==> config.mk <==
export PLATFORM = sky130hd
export DESIGN_NAME = sign_collator_pq
export DESIGN_NICKNAME = d
export VERILOG_FILES = /design/src/rtl/sign_collator_pkg.sv /design/src/rtl/sign_collator_recq.sv /design/src/rtl/sign_collator_pq.sv
export SDC_FILE = /design/constraint.sdc
export NUM_CORES = 2
export LEC_CHECK = 0
export ABC_AREA = 1
export BUFFER_PORTS_ARGS = -buffer_cell sky130_fd_sc_hd__buf_4
export CAP_MARGIN = 20
export CORE_MARGIN = 4
export CORE_UTILIZATION = 50
export CTS_BUF_LIST = sky130_fd_sc_hd__clkbuf_16
export CTS_CLUSTER_SIZE = 14
export DETAILED_ROUTE_END_ITERATION = 10
export PLACE_DENSITY = 0.68
export SYNTH_ARGS = -nofsm -noshare
export SYNTH_HDL_FRONTEND = slang
export SYNTH_SLANG_ARGS = --single-unit
==> constraint.sdc <==
create_clock -name clk -period 55.5 [get_ports clk]
set_clock_uncertainty 0.15 [all_clocks]
set_input_delay 13.875 -clock clk [delete_from_list [all_inputs] [get_ports clk]]
set_output_delay 13.875 -clock clk [all_outputs]
set_load 0.01 [all_outputs]
==> src/rtl/sign_collator_pkg.sv <==
// Shared widths, helper functions and record layout for the sign collator.
package sign_collator_pkg;
  localparam int DEF_DEPTH      = 64;
  localparam int DEF_NUM_GROUPS = 6;

  function automatic int cw(input int depth);
    return $clog2(depth + 1);
  endfunction

  function automatic int gw(input int groups);
    return $clog2(groups);
  endfunction

  function automatic int rec_w(input int depth, input int groups);
    return depth + depth * gw(groups) + cw(depth) * (groups + 1) + 2;
  endfunction

  localparam int DEF_CW = cw(DEF_DEPTH);
  localparam int DEF_GW = gw(DEF_NUM_GROUPS);

  // Field order matches the flattened queue bus (MSB first).
  typedef struct packed {
    logic                                     slice_last;
    logic                                     overflow;
    logic [DEF_NUM_GROUPS-1:0][DEF_CW-1:0]    grp_cnt;
    logic [DEF_CW-1:0]                        count;
    logic [DEF_DEPTH-1:0][DEF_GW-1:0]         tags;
    logic [DEF_DEPTH-1:0]                     bits;
  } mb_rec_t;
endpackage

==> src/rtl/sign_collator_recq.sv <==
// Two-entry record FIFO; entry 0 is always the registered head.
module sign_collator_recq #(
  parameter int W = 8
) (
  input  logic         clk,
  input  logic         rst,
  input  logic         push,
  input  logic         pop,
  input  logic [W-1:0] din,
  output logic [W-1:0] dout,
  output logic         full,
  output logic         empty
);
  logic [W-1:0] e0, e1;
  logic [1:0]   occ;
  logic         push_ok, pop_ok;

  assign full    = (occ == 2'd2);
  assign empty   = (occ == 2'd0);
  assign pop_ok  = pop & !empty;
  assign push_ok = push & (!full | pop_ok);
  assign dout    = e0;

  always_ff @(posedge clk or posedge rst) begin
    if (rst) begin
      e0  <= '0;
      e1  <= '0;
      occ <= 2'd0;
    end else begin
      if (pop_ok) begin
        if (occ == 2'd2) begin
          e0 <= e1;
          if (push_ok) e1 <= din;
        end else if (push_ok) begin
          e0 <= din;
        end
      end else if (push_ok) begin
        if (occ == 2'd0) e0 <= din;
        else             e1 <= din;
      end
      occ <= occ + {1'b0, push_ok} - {1'b0, pop_ok};
    end
  end
endmodule

==> src/rtl/sign_collator_pq.sv <==
// Collects per-macroblock sign bits with group tags and queues finished records.
module sign_collator_pq import sign_collator_pkg::*; #(
  parameter  int DEPTH      = DEF_DEPTH,
  parameter  int NUM_GROUPS = DEF_NUM_GROUPS,
  localparam int CW         = cw(DEPTH),
  localparam int GW         = gw(NUM_GROUPS)
) (
  input  logic                     clk,
  input  logic                     rst,
  input  logic                     clk_en,
  input  logic                     sign_en,
  input  logic                     sign_bit,
  input  logic                     group_change,
  input  logic                     macroblock_end,
  input  logic                     slice_end,
  output logic                     in_ready,
  output logic                     out_valid,
  input  logic                     out_ready,
  output logic [DEPTH-1:0]         mb_bits,
  output logic [DEPTH*GW-1:0]      mb_tag,
  output logic [CW-1:0]            mb_count,
  output logic [NUM_GROUPS*CW-1:0] mb_group_cnt,
  output logic                     mb_overflow,
  output logic                     mb_slice_last,
  output logic                     err_protocol
);
  localparam int RW = rec_w(DEPTH, NUM_GROUPS);

  logic [DEPTH-1:0]               bits_q, bits_d;
  logic [DEPTH-1:0][GW-1:0]       tags_q, tags_d;
  logic [CW-1:0]                  count_q, count_d;
  logic [NUM_GROUPS-1:0][CW-1:0]  gcnt_q, gcnt_d;
  logic                           ovf_q, ovf_d;
  logic [GW-1:0]                  g_q, g_d;
  logic                           err_q, err_set;
  logic                           full, empty, push, pop, accept, end_ev;
  logic [RW-1:0]                  din, dout;

  assign out_valid    = !empty;
  assign pop          = clk_en & out_valid & out_ready;
  assign in_ready     = !full | (out_valid & out_ready);
  assign accept       = clk_en & in_ready;
  assign end_ev       = accept & (macroblock_end | slice_end);
  assign push         = end_ev;
  assign err_protocol = err_q;

  // Next-accumulator view includes this cycle's sign, so a sign arriving with
  // an end event lands in the record being closed.
  always_comb begin
    bits_d  = bits_q;
    tags_d  = tags_q;
    count_d = count_q;
    gcnt_d  = gcnt_q;
    ovf_d   = ovf_q;
    g_d     = g_q;
    err_set = 1'b0;
    if (accept & sign_en) begin
      if (count_q < CW'(DEPTH)) begin
        bits_d[count_q[CW-2:0]] = sign_bit;
        tags_d[count_q[CW-2:0]] = g_q;
        count_d                 = count_q + CW'(1);
        gcnt_d[g_q]             = gcnt_q[g_q] + CW'(1);
      end else begin
        ovf_d = 1'b1;
      end
    end
    if (accept & group_change & !end_ev) begin
      if (g_q == GW'(NUM_GROUPS - 1)) err_set = 1'b1;
      else                             g_d     = g_q + GW'(1);
    end
    if (end_ev) g_d = '0;
    if (clk_en & !in_ready & (sign_en | group_change | macroblock_end | slice_end))
      err_set = 1'b1;
  end

  assign din = {slice_end, ovf_d, gcnt_d, count_d, tags_d, bits_d};

  always_ff @(posedge clk or posedge rst) begin
    if (rst) begin
      bits_q  <= '0;
      tags_q  <= '0;
      count_q <= '0;
      gcnt_q  <= '0;
      ovf_q   <= 1'b0;
      g_q     <= '0;
      err_q   <= 1'b0;
    end else if (clk_en) begin
      err_q <= err_q | err_set;
      g_q   <= g_d;
      if (end_ev) begin
        bits_q  <= '0;
        tags_q  <= '0;
        count_q <= '0;
        gcnt_q  <= '0;
        ovf_q   <= 1'b0;
      end else begin
        bits_q  <= bits_d;
        tags_q  <= tags_d;
        count_q <= count_d;
        gcnt_q  <= gcnt_d;
        ovf_q   <= ovf_d;
      end
    end
  end

  sign_collator_recq #(.W(RW)) u_recq (
    .clk   (clk),
    .rst   (rst),
    .push  (push),
    .pop   (pop),
    .din   (din),
    .dout  (dout),
    .full  (full),
    .empty (empty)
  );

  assign {mb_slice_last, mb_overflow, mb_group_cnt, mb_count, mb_tag, mb_bits} = dout;
endmodule

==> key figures <==
Status
  • Status: complete, no violations

CTS
  • CTS clk-pin slew, worst paths: 0.06 ns
  • CTS Buffer Depth: 3
  • Num Clock Sinks: about 930
  • Root Driver: clkbuf_16
  • Post-CTS sizing: 0
  • Num CTS Buffers: 97
  • Clk Latency, worst-skew pair: around 0.65 ns
  • CTS tree: done
  • Setup bufs post-CTS: 0
  • H-tree Lvls: 3
  • Post-cts hold buffer count: 0

Worst hold path
  • Worst Hold Endpoint: u_recq.dout[273]
  • Hold path depth: 2
  • Hold crit path type: reg -> reg
  • Min-delay src: u_recq.dout[273]

Synthesis
  • Synth area leader: dfrtp_1
  • Mapped Area: ~39,000 um^2
  • Count leader, synth: dfrtp_1
  • Top-area cell type share of the netlist area: 59.1%
  • Sequential area share after synthesis: between 50% and 60%
  • Flops & latches, synth: between 900 and 1,000
  • Gate Count Post-Synth: roughly 4,400
  • Yosys warnings: 0
  • Syn Area/Cell: approximately 8.9 um^2
  • Post-Synthesis Net Count: approximately 4,400
  • Primary FF master, synth: dfrtp_1
  • Post-synth top cells: dfrtp_1 (926), nand2_1 (896), o21ai_0 (561)
  • Post-synth EDFFs: 0
  • FFs w/ async S/R, synth: 100%
  • Unique cell type count in the Yosys netlist: 34
  • Synth top area cells: dfrtp_1 (59%), nand2_1 (8.6%), o21ai_0 (7.2%)

Power and ir drop
  • Pwr Total: roughly 2.3 mW
  • Pwr dens: approximately 50 nW/um^2
  • Leak: 22.4 nW
  • VDD IR-drop max: between 0.03 and 0.04 mV

Setup path
  • Slowest-stage cell, CP: buf_4
  • WP data arrival: roughly 14 ns
  • WP data required: 41.48 ns
  • R2r worst-path depth: 14
  • CP dominant cell by count: buf_4
  • Worst Setup Start Kind: input port
  • Crit path kind: in -> out
  • CP endpoint kind: primary output
  • R2r setup slk: a little over 50 ns
  • Critical path's largest stage delay: ~0.15 ns
  • Reg-to-reg critical path startpoint: u_recq.occ[0]
  • CP Max Fanout: 3
  • Reg2reg end: u_recq.dout[207]
  • CP Cell Sequence: buf_4 > inv_2 > nand2_2 > buf_4

Timing
  • Endpoints failing setup: 0
  • Slew @ Worst Pin: ~1.1 ns
  • Period utilization: 51.0%
  • Min Clock Period, post-route: roughly 28 ns
  • Post-route setup TNS: 0 ns
  • Slew Viols, Final: 0
  • Rel. slew slack: 23.6%
  • Fmax: between 30 and 40 MHz
  • Final Hold Fails: 0
  • RSZ-0062 raised after global routing: no

Floorplan
  • Die X: 288 um
  • Die height: slightly below 300 um
  • Num rows: 102
  • Top-Level Pins: ~320
  • Starting Density: between 50% and 60%
  • Die area: slightly above 80,000 um^2
  • Core ar.: between 70,000 and 80,000 um^2

Global route
  • Initial antenna violation count: 0
  • Grt ovf: 0
  • GR Util All Layers: between 20% and 30%
  • Largest net degree at the start of global routing: between 200 and 250
  • First-pass GRT wire length: roughly 160,000 um
  • Vias in the first global route: 29,093

Drt
  • Number of vias per cell: about 5.4
  • First-pass DRT Iterations: 6
  • Via count: 30,557
  • Drc violations: 0
  • Routed WL: 102,000 um
  • DR WL/cell: between 15 and 20 um
  • 1st-iter DRT viols: roughly 2,600
  • Routed Antenna Nets: 0

Final layout
  • N_diodes: 0
  • Layout area overhead: 15.0%
  • Layout cell share with drive strength beyond 1: ~11%
  • Nets: roughly 4,600
  • Non-filler cells, final: ~5,700

Placed design
  • Port Buf Inserts: about 320
  • Final RePlAce weighted congestion: ~0.85
  • DP Wirelength: between 50,000 and 60,000 um
  • Total placed cells including tap cells: ~5,500

Job
  • Max_cap viols: 0
[worst max-delay path, delay by kind of cell]
family | cells | cell delay [ns]
AND/OR/NAND/NOR | 1 | 0.06
buffers and inverters | 3 | 0.32
[worst max path at each step]
stage	to	slack (ns)	start
finish	in_ready	27.21	out_ready
global route	in_ready	27.19	out_ready
CTS	in_ready	27.21	out_ready
detailed placement	in_ready	27.21	out_ready
global placement	in_ready	27.21	out_ready
floorplan	bits_q[0]	15.44	rst
[report_power, final]
part / leakage, nW / switching (mW) / internal [mW]
clock network: 1.57 / 0.267 / 0.359
logic: 8.52 / 0.421 / 0.298
registers: 12.3 / 0.102 / 0.813
total: 22.4 / 0.789 / 1.47
[final cells by class]
type / instances / area (um^2)
Clock buffer: 99 / 2480
Clock inverter: 77 / 564
Fill cell: 6988 / 32500
Inverter: 372 / 1410
Multi-Input combinational cell: 2842 / 13500
Sequential cell: 926 / 23200
Tap cell: 1040 / 1300
Timing Repair Buffer: 352 / 2710
[through the flow]
stage               cell area, um^2  worst slack, ns  utilization, %  hold slack (ns)
floorplan                     39200            15.44               -            0.303
global placement              42100            27.21            54.2            0.315
detailed placement            42100            27.21            54.2            0.316
CTS                           45100            27.21            58.1            0.334
global route                  45100            27.19            58.1            0.351
finish                        45100            27.21            58.1            0.329
[cell families (layout without fill, tap and decap cells)]
kind of cell	Yosys count	in the layout	share of synthesized area (%)
flip-flops	926	926	59.1
buffers and inverters	651	900	6.62
adder cells (fa/ha/maj)	6	6	0.191
XOR/XNOR	6	6	0.134
AO/OA/AOI/OAI	1426	1426	20.0
AND/OR/NAND/NOR	1404	1404	14.0
[metal layers]
layer	wire length, um	part of all wire (%)	global-route usage (%)	vias to the layer above
li1	-	-	-	14742
met1	46700	46	35.6	14820
met2	47200	46	38.9	875
met3	6400	6.3	3.82	120
met4	1850	1.8	6.08	0
met5	0	0	0	-
[state kept, by name, indices dropped and copies added, names as in the netlist]
register,count
u_recq.occ,2
u_recq.e1,307
u_recq.dout,307
tags_q,192
g_q,3
err_protocol,1
count_q,7
ovf_q,1
gcnt_q,42
bits_q,64
[placed cells by master (no fill, tap or decap), drive strengths merged]
cell      netlist  final
dfrtp         926    926
nand2         899    899
o21ai         855    855
nor2          407    407
inv           371    394
buf           111    352
a21oi         299    299
o21a          261    261
clkbuf        168     99
nand3          79     79
clkinv          1     44
a31oi           8      8
bufinv          0      8
nor3            8      8
and2            6      6
ha              6      6
xor2            5      5
clkinvlp        0      3
or2             2      2
nand3b          2      2
a22oi           1      1
o31ai           1      1
xnor2           1      1
nand4           1      1
o211ai          1      1
Note: power is estimated with default switching activity, not from simulation.
